[config.mk]
export PLATFORM = sky130hd
export DESIGN_NAME = mem_reduce_unit
export DESIGN_NICKNAME = d
export VERILOG_FILES = /design/src/rtl/mem_reduce_unit_pkg.sv /design/src/rtl/mem_reduce_unit.sv
export SDC_FILE = /design/constraint.sdc
export NUM_CORES = 1
export LEC_CHECK = 0
export CORE_ASPECT_RATIO = 1.4
export CORE_MARGIN = 4
export CORE_UTILIZATION = 24
export DETAILED_ROUTE_END_ITERATION = 8
export SYNTH_ARGS = -nofsm -noshare
export SYNTH_HDL_FRONTEND = slang
export SYNTH_SLANG_ARGS = --single-unit
[constraint.sdc]
create_clock -name clk -period 7.6 [get_ports clk]
set_input_delay 1.52 -clock clk [delete_from_list [all_inputs] [get_ports clk]]
set_output_delay 1.52 -clock clk [all_outputs]
set_load 0.02 [all_outputs]
[src/rtl/mem_reduce_unit_pkg.sv]
// Shared constants and FSM state encoding for the memory sweep/reduce controller.
package mem_reduce_unit_pkg;

  localparam int unsigned DATA_W = 8;
  localparam int unsigned ADDR_W = 4;
  localparam int unsigned SUM_W  = DATA_W + ADDR_W;

  typedef enum logic [1:0] {
    IDLE = 2'd0,
    SUM  = 2'd1,
    WB   = 2'd2,
    DONE = 2'd3
  } state_e;

endpackage

[src/rtl/mem_reduce_unit.sv]
// Controller owning the register memory ports: forwards host writes while idle,
// sweeps two entries per cycle into an unsigned sum, optionally writes it back.
module mem_reduce_unit #(
  parameter int unsigned DATA_W    = mem_reduce_unit_pkg::DATA_W,
  parameter int unsigned ADDR_W    = mem_reduce_unit_pkg::ADDR_W,
  parameter int unsigned SUM_W     = mem_reduce_unit_pkg::SUM_W,
  parameter int unsigned WRITEBACK = 1,
  parameter int unsigned WB_ADDR   = 15
) (
  input  logic              clk,
  input  logic              resetN,
  input  logic              start,
  input  logic              wrReq,
  input  logic [ADDR_W-1:0] wrAddr,
  input  logic [DATA_W-1:0] wrData,
  output logic              wrAccept,
  output logic              memWriteEnable,
  output logic [ADDR_W-1:0] memWriteAddress,
  output logic [DATA_W-1:0] memWriteData,
  output logic [ADDR_W-1:0] memReadAddress1,
  output logic [ADDR_W-1:0] memReadAddress2,
  input  logic [DATA_W-1:0] memReadData1,
  input  logic [DATA_W-1:0] memReadData2,
  output logic [SUM_W-1:0]  sum,
  output logic              busy,
  output logic              done
);

  import mem_reduce_unit_pkg::state_e;
  import mem_reduce_unit_pkg::IDLE;
  import mem_reduce_unit_pkg::SUM;
  import mem_reduce_unit_pkg::WB;
  import mem_reduce_unit_pkg::DONE;

  localparam int unsigned DEPTH = 1 << ADDR_W;

  state_e              state_q, state_d;
  logic [ADDR_W-1:0]   ptr_q, ptr_d;
  logic [SUM_W-1:0]    acc_q, acc_d;
  logic [SUM_W-1:0]    sum_q, sum_d;
  logic                busy_q, done_q;
  logic                we_c;
  logic [ADDR_W-1:0]   waddr_c;
  logic [DATA_W-1:0]   wdata_c;
  logic                accept_c;

  // State, pointer, accumulator and registered status flags
  always_ff @(posedge clk or negedge resetN) begin
    if (!resetN) begin
      state_q <= IDLE;
      ptr_q   <= '0;
      acc_q   <= '0;
      sum_q   <= '0;
      busy_q  <= 1'b0;
      done_q  <= 1'b0;
    end else begin
      state_q <= state_d;
      ptr_q   <= ptr_d;
      acc_q   <= acc_d;
      sum_q   <= sum_d;
      busy_q  <= (state_d == SUM) || (state_d == WB);
      done_q  <= (state_d == DONE);
    end
  end

  // Next state, datapath updates and memory write port mux
  always_comb begin
    state_d  = state_q;
    ptr_d    = ptr_q;
    acc_d    = acc_q;
    sum_d    = sum_q;
    we_c     = 1'b0;
    waddr_c  = wrAddr;
    wdata_c  = wrData;
    accept_c = 1'b0;

    unique case (state_q)
      IDLE: begin
        // Host writes are gated while reset is held so nothing lands mid-reset
        accept_c = wrReq & resetN;
        we_c     = wrReq & resetN;
        if (start) begin
          state_d = SUM;
          acc_d   = '0;
          ptr_d   = '0;
        end
      end
      SUM: begin
        acc_d = acc_q + SUM_W'(memReadData1) + SUM_W'(memReadData2);
        ptr_d = ptr_q + ADDR_W'(2);
        if (ptr_q == ADDR_W'(DEPTH - 2)) begin
          sum_d   = acc_d;
          ptr_d   = '0;
          state_d = (WRITEBACK != 0) ? WB : DONE;
        end
      end
      WB: begin
        we_c    = 1'b1;
        waddr_c = ADDR_W'(WB_ADDR);
        wdata_c = acc_q[DATA_W-1:0];
        state_d = DONE;
      end
      DONE: begin
        state_d = IDLE;
      end
      default: begin
        state_d = IDLE;
      end
    endcase
  end

  assign wrAccept        = accept_c;
  assign memWriteEnable  = we_c;
  assign memWriteAddress = waddr_c;
  assign memWriteData    = wdata_c;
  assign memReadAddress1 = ptr_q;
  assign memReadAddress2 = ptr_q + ADDR_W'(1);
  assign sum             = sum_q;
  assign busy            = busy_q;
  assign done            = done_q;

endmodule
After elaboration in Yosys (flattened, before gate mapping) --
Cells that the tools add are included.
Cells by class: $add $sub $neg 4, equality and inequality tests 8, muxes and demuxes 12, bitwise gates (word level) 1, reductions and logical operators 5
Operators by type and width (count):
- adder 12 x 8 -> 12 bit | 2
- one-hot mux 12 bit (2 select lines) | 1
- 2-to-1 mux 12 bit | 1
- 2-to-1 mux 4 bit | 3
- == test 2 bit, second input constant | 4
- 2-to-1 mux 8 bit | 1
- one-hot mux 2 bit (4 select lines) | 1
- one-hot mux 4 bit (2 select lines) | 1
- adder 4 x 1 -> 4 bit, second input constant | 1
- adder 4 x 2 -> 4 bit, second input constant | 1
- == test 2 x 1 -> 1 bit, second input constant | 2
- == test 4 bit, second input constant | 1
- 2-to-1 mux 2 bit | 2
- AND reduction 2 bit | 2
- zero test 2 bit | 1
- inequality test 2 bit, second input constant | 1
- one-hot mux 1 bit (2 select lines) | 1
- nonzero test 2 bit | 1
- AND 1 bit | 1
- logical OR 1 bit | 1
- 2-to-1 mux 1 bit | 1
Storage, ports and cells: register bits 32, bits of input ports 32, word-level logic and storage cells 36

Depth between registers and ports, before layout --
Gate-level depths: netlist (run 1).
word-level depth 5, depth in mapped cells 11, mapped depth without buffers 11

Worst setup path after synthesis (run 1) --
OpenSTA, ideal clock, no wires.
path type in2out, start in wrReq, end out memWriteEnable, arrival time 2327 ps, setup slack 3753 ps, cell stages on the path 3, path buffers 0, cell sequence nand2_1 -> nor3_1 -> or2_2
Between the ends: longest elaborated chain between the ends 2
Ends and longest elaborated chain:
- start: declaration | RTL line mem_reduce_unit.sv:13 | input logic wrReq,
- AND 1 bit | RTL line mem_reduce_unit.sv:81 | we_c = wrReq & resetN;
- one-hot mux 1 bit (2 select lines) | RTL line mem_reduce_unit.sv:77 | unique case (state_q)
- end: declaration | RTL line mem_reduce_unit.sv:17 | output logic memWriteEnable,
Every way passes these cells.

Final worst setup path (run 1) --
start in resetN, end out memWriteEnable
Between the ends: longest elaborated chain between the ends 2
Ends and longest elaborated chain:
- start: declaration | RTL line mem_reduce_unit.sv:11 | input logic resetN,
- AND 1 bit | RTL line mem_reduce_unit.sv:81
- one-hot mux 1 bit (2 select lines) | RTL line mem_reduce_unit.sv:77
Every way passes these cells.

==> impl_metrics.json, run 1 <==
{
  "postCtsSetupBuffers": 0,
  "grt.overflow.total": 0,
  "grt_busiest_layer": "met2",
  "fin_setup_tns_ns": 0,
  "min_period_ns": 4.86,
  "finClkSkew_ns": 0.00883,
  "reg2reg_depth": 9,
  "critPathRequiredTime_ns": 6.08,
  "rrSetupSlack_ns": 4.81,
  "core-area_um2": 7850,
  "hp-start": "sum[11]$_DFFE_PN0P_",
  "netlist-cell-type-count": 37,
  "hold_buffers": 0,
  "layout.nets": 304,
  "maxSlewViolCount": 0,
  "netlist_area_um2": 1950,
  "clkSlewWorstSetupHoldPaths_ns": 0.07,
  "ctsResizeCount": 0,
  "synth-warning-count": 0,
  "hold_viol_final": 0,
  "hold_path_class": "reg -> reg",
  "cp-start-kind": "input port",
  "p_total_w": 0.00121,
  "antenna_cells": 0,
  "antenna_found_initial": 0,
  "synth_area_per_cell_um2": 10.0,
  "firstDrtPassIters": 4,
  "min_path_cells": 2,
  "drt_first_iter_violations": 122,
  "clkLatencyLatePin_ns": 0.28,
  "start_util": 0.248,
  "routed_wl_um": 4910,
  "slew_headroom": 0.370,
  "drc": 0,
  "fp-row-count": 38,
  "tightest_slew_ns": 0.943,
  "dp_cells": 347,
  "clk_path_buf_depth": 2,
  "die_area_um2": 9650,
  "wl_per_cell_um": 13.8,
  "path_class": "in -> out",
  "endpoint_kind": "output port",
  "die_x_um": 84.2,
  "critPathLaunch": "resetN",
  "synth_cells": 194,
  "route.antenna.remaining_nets": 0,
  "grt_pass1_vias": 1610,
  "met2_usage": 0.179,
  "r2r-start": "acc_q[1]$_DFFE_PN0P_",
  "grt_max_degree": 33,
  "layout-drive-gt1-share": 0.0980,
  "grt_pass1_wl_um": 8200,
  "vdd_ir_drop_max_mv": 0.150,
  "synth_fp_nets": 244,
  "die_y_um": 115,
  "status": "complete, no violations",
  "fin_util": 0.353,
  "clock-root-buffer": "clkbuf_8",
  "grt_usage": 0.107,
  "worstPathMaxFanout": 32,
  "min_period_over_period": 0.639,
  "syn_to_final_growth_pct": 42.1,
  "vias": 1618,
  "cts_tree": "done",
  "htree_num_levels": 2,
  "yosysSeqAreaShare": 0.398,
  "clock_sinks": 31,
  "leakage_nw": 1.17,
  "post-dp-hpwl_um": 3750,
  "crit_arrival_ns": 3.34,
  "cts_buffers": 5,
  "power_density_nw_per_um2": 435,
  "use_met1": 0.134,
  "final_cell_count_no_fill": 355,
  "vias_per_cell": 4.56,
  "clock.fmax_mhz": 206,
  "ys_ff_latch": 31,
  "rsz0062_at_grt": "false",
  "finalSetupViolCount": 0,
  "pin_count": 68,
  "gp_congestion": 0.834,
  "port_buffers": 65,
  "grt_use_met3": 0.0288,
  "max_cap_violations": 0
}
-- where the power goes --
group | switching [W] | internal [W] | leakage, nW
Combinational | 0.000384 | 0.000340 | 0.736
Clock | 0.0000633 | 0.0000975 | 0.0581
Sequential | 0.0000716 | 0.000250 | 0.374
-- synth_stat cells (all sizes together) --
| cell | count | share of area |
|---|---|---|
| a21o | 1 | 0.0039 |
| clkbuf | 8 | 0.015 |
| ha | 9 | 0.058 |
| nand3 | 2 | 0.0051 |
| conb | 2 | 0.0039 |
| a21oi | 10 | 0.026 |
| a211oi | 2 | 0.0077 |
| a211o | 1 | 0.0045 |
| or3 | 1 | 0.0032 |
| nor2 | 2 | 0.0039 |
| dfrtp | 31 | 0.40 |
| xor2 | 2 | 0.0090 |
| nand2 | 26 | 0.050 |
| inv | 9 | 0.017 |
| o21bai | 1 | 0.0039 |
| nand2b | 7 | 0.022 |
| fa | 9 | 0.092 |
| mux2 | 10 | 0.058 |
| o211ai | 5 | 0.019 |
| a32o | 1 | 0.0051 |
| nor3 | 2 | 0.0051 |
| nor2b | 3 | 0.0096 |
| o21a | 2 | 0.0077 |
| and2b | 1 | 0.0039 |
| o2111ai | 2 | 0.0090 |
| o311a | 1 | 0.0051 |
| nand4 | 3 | 0.0096 |
| buf | 6 | 0.027 |
| or4 | 1 | 0.0039 |
| o21ai | 16 | 0.041 |
| xnor2 | 6 | 0.027 |
| or2 | 6 | 0.019 |
| o22ai | 1 | 0.0032 |
| a22o | 5 | 0.022 |
-- sequential cells by signal (all words and copies together) (netlist names) --
name             flops
memReadAddress1      3
state_q              2
sum                 12
busy                 1
acc_q               12
done                 1
-- logic make-up after synthesis --
logic type                 after synthesis  synth area share
and+or+nand+nor                         54             0.136
muxes                                   10            0.0578
other                                    2           0.00385
xor gates and xnor gates                 8            0.0359
DFF                                     31             0.398
adders and majority gates               18             0.150
buffers and inverters                   23            0.0597
AOI/OAI and AO/OA                       48             0.159
-- stage by stage --
stage          hold WS [ns]  instance area, um2  setup slack (ns)
6_report              0.492                2770              2.74
5_1_grt               0.520                2770              2.58
4_1_cts               0.495                2770              2.68
3_5_place_dp          0.476                2660              2.68
3_3_place_gp          0.460                2660              2.70
2_1_floorplan         0.456                1950              3.75
-- final cells by class --
cell class              instances  area, um2
inverters                       9       33.8
multi-input cells             140       1060
repair buffers                 67        666
flip-flops and latches         31        776
fillers                       793       5070
well taps                     100        125
clock buffers                   5       68.8
clock inverters                 3       43.8
-- metal layers --
layer / part of all wire / vias up / wire (um)
li1: - / 784 / -
met1: 0.44 / 773 / 2150
met2: 0.49 / 54 / 2430
met3: 0.057 / 7 / 278
met4: 0.012 / 0 / 59
met5: 0 / - / 0
-- critical path: stages --
cell	delay (ns)
clkdlybuf4s50_1	0.45
buf_4	0.36
nand2_1	0.09
nor3_1	0.18
or2_2	0.14
clkdlybuf4s50_1	0.59
-- final timing paths --
path,endpoint
min reg2reg,sum[11]$_DFFE_PN0P_
min,sum[11]$_DFFE_PN0P_
min in group asynchronous,acc_q[8]$_DFFE_PN0P_
max in group asynchronous,memReadAddress1[1]$_DFFE_PN0P_
max,memWriteEnable
max reg2reg,sum[9]$_DFFE_PN0P_
-- cells in the final DEF, fill, tap and decap left out, drive strengths merged, types with 2 or more instances in the layout --
| cell type | n |
|---|---|
| a21oi | 10 |
| clkdlybuf4s50 | 65 |
| ha | 9 |
| dfrtp | 31 |
| conb | 2 |
| nand2b | 7 |
| o21a | 2 |
| clkbuf | 5 |
| nand3 | 2 |
| inv | 9 |
| o211ai | 5 |
| nor2 | 2 |
| nor3 | 2 |
| fa | 9 |
| o21ai | 16 |
| a22o | 5 |
| mux2 | 10 |
| nand2 | 26 |
| buf | 2 |
| clkinv | 2 |
| or2 | 6 |
| xnor2 | 6 |
| a211oi | 2 |
| nor2b | 3 |
| o2111ai | 2 |
| nand4 | 3 |
| xor2 | 2 |
Note: power is estimated with default switching activity, not from simulation.
==> run 2: changes to the inputs <==
- clock period: 7.6 -> 4.7 ns (I/O delays scaled with it)
==> run 2 against run 1 <==
- worst hold slack worse by 0.0043 ns
- global-route usage up 0.45 points
- via count grew 0.25%
- final cell count is the same
- wire length is 2.4% higher
- clock-buffer cell count is 1 higher
- setup slack got worse by 1.5 ns
- critical path depth grew 6
- cell area shrank 0.99%
- non-clock buffer count unchanged
- sequential share of layout area rose by 0.28 points
- sequential power increased by 60%
- highest routed layer unchanged
==> impl_metrics.json, run 2 (synthesis results as in run 1) <==
{
  "status": "complete, no violations",
  "cp-start-kind": "input port",
  "vias": 1622,
  "grt_pass1_wl_um": 8580,
  "start_util": 0.248,
  "firstDrtPassIters": 4,
  "leakage_nw": 1.15,
  "die_x_um": 84.2,
  "slew_headroom": 0.330,
  "fin_setup_tns_ns": 0,
  "tightest_slew_ns": 1.00,
  "post-dp-hpwl_um": 3800,
  "cts_tree": "done",
  "gp_congestion": 0.777,
  "cp_cell_sequence": "clkdlybuf4s50_1 > inv_1 > fa_1 > inv_1 > ha_1 > inv_1 > fa_1 > nand2b_1 > a21oi_1 > nor2b_1 > or4_1 > nand3_1",
  "critPathMaxStageDelay_ns": 0.48,
  "crit_arrival_ns": 3.66,
  "clock-root-buffer": "clkbuf_8",
  "core-area_um2": 7850,
  "clk_path_buf_depth": 2,
  "maxSlewViolCount": 0,
  "final_area_um2": 2740,
  "rsz0062_at_grt": "false",
  "min_period_over_period": 0.735,
  "fillerInstances": 818,
  "final_cell_mix": "clkdlybuf4s50_1 (65), dfrtp_1 (31), nand2_1 (26)",
  "drc": 0,
  "grt_usage": 0.111,
  "cts_buffers": 5,
  "die_y_um": 115,
  "clock_sinks": 31,
  "place_area_um2": 2660,
  "die_area_um2": 9650,
  "grt_pass1_vias": 1728,
  "endpoint_kind": "flip-flop",
  "fin_util": 0.350,
  "critPathRequiredTime_ns": 4.91,
  "hold_buffers": 0,
  "vdd_ir_drop_max_mv": 0.285,
  "route.antenna.remaining_nets": 0,
  "finClkSkew_ns": 0.00867,
  "ctsResizeCount": 0,
  "clkSlewWorstSetupHoldPaths_ns": 0.07,
  "syn_to_final_growth_pct": 40.7,
  "final_common_cell": "clkdlybuf4s50_1",
  "path_class": "in -> reg",
  "drt_first_iter_violations": 50,
  "antenna_cells": 0,
  "wl_per_cell_um": 14.2,
  "pin_count": 68,
  "hold_path_class": "reg -> reg",
  "layout.nets": 304,
  "postCtsSetupBuffers": 0,
  "power_density_nw_per_um2": 692,
  "finalSetupViolCount": 0,
  "hold_viol_final": 0,
  "port_buffers": 65,
  "htree_num_levels": 2,
  "grt_max_degree": 32,
  "cp_slowest_cell": "or4_1",
  "routed_wl_um": 5030,
  "grt.overflow.total": 0,
  "max_cap_violations": 0,
  "worstPathMaxFanout": 5,
  "p_total_w": 0.00190,
  "crit_path_frequent_cell": "inv_1",
  "layout-drive-gt1-share": 0.0941,
  "vias_per_cell": 4.57,
  "min_period_ns": 3.45,
  "clkLatencyLatePin_ns": 0.28,
  "fp-row-count": 38,
  "clock.fmax_mhz": 290,
  "antenna_found_initial": 0
}
run 2: layer usage:
layer	share of wire	up-vias	track usage
met4	0.016	0	0.0343
met3	0.061	7	0.0331
met5	0	-	0
met2	0.48	53	0.194
li1	-	781	-
met1	0.44	781	0.131
run 2: worst max-delay path: cells and delay by family:
kind | cells | cell delay [ns]
simple gates | 4 | 0.88
compound gates | 1 | 0.19
fa+ha+maj | 3 | 0.99
buf+inv | 4 | 0.66
run 2: area by class of cell:
cell class | instances | area [um2] | area share
clock buffer | 6 | 72.6 | 0.0265
clock inverter | 2 | 12.5 | 0.00456
inverter | 9 | 33.8 | 0.0123
multi-input combinational | 140 | 1060 | 0.385
sequential | 31 | 776 | 0.283
tap | 100 | 125 | 0.0456
timing repair buffer | 67 | 666 | 0.243
run 2: worst paths after layout:
path,from,endpoint,slack (ns),depth (start not counted)
min,sum[10]$_DFFE_PN0P_,sum[10]$_DFFE_PN0P_,0.49,2
min reg2reg,sum[10]$_DFFE_PN0P_,sum[10]$_DFFE_PN0P_,0.49,2
max in group asynchronous,resetN,busy$_DFF_PN0_,3.27,2
min in group asynchronous,resetN,memReadAddress1[2]$_DFFE_PN0P_,1.12,2
max reg2reg,acc_q[1]$_DFFE_PN0P_,sum[9]$_DFFE_PN0P_,1.98,9
max,memReadData1[0],sum[9]$_DFFE_PN0P_,1.25,12
run 2: power by group:
part / internal, W / switching (W) / leakage (nW) / total [W]
Clock: 0.000104 / 0.000107 / 0.0412 / 0.000210
Combinational: 0.000549 / 0.000623 / 0.736 / 0.00117
Sequential: 0.000405 / 0.000112 / 0.374 / 0.000516
Total: 0.00106 / 0.000841 / 1.15 / 0.00190
run 2: through the flow:
| stage | hold WS [ns] | cells | setup slack [ns] |
|---|---|---|---|
| 2_1_floorplan | 0.456 | 194 | 1.62 |
| 3_3_place_gp | 0.467 | 347 | 1.02 |
| 3_5_place_dp | 0.474 | 347 | 0.970 |
| 4_1_cts | 0.492 | 355 | 1.24 |
| 5_1_grt | 0.524 | 355 | 1.04 |
| 6_report | 0.488 | 355 | 1.25 |
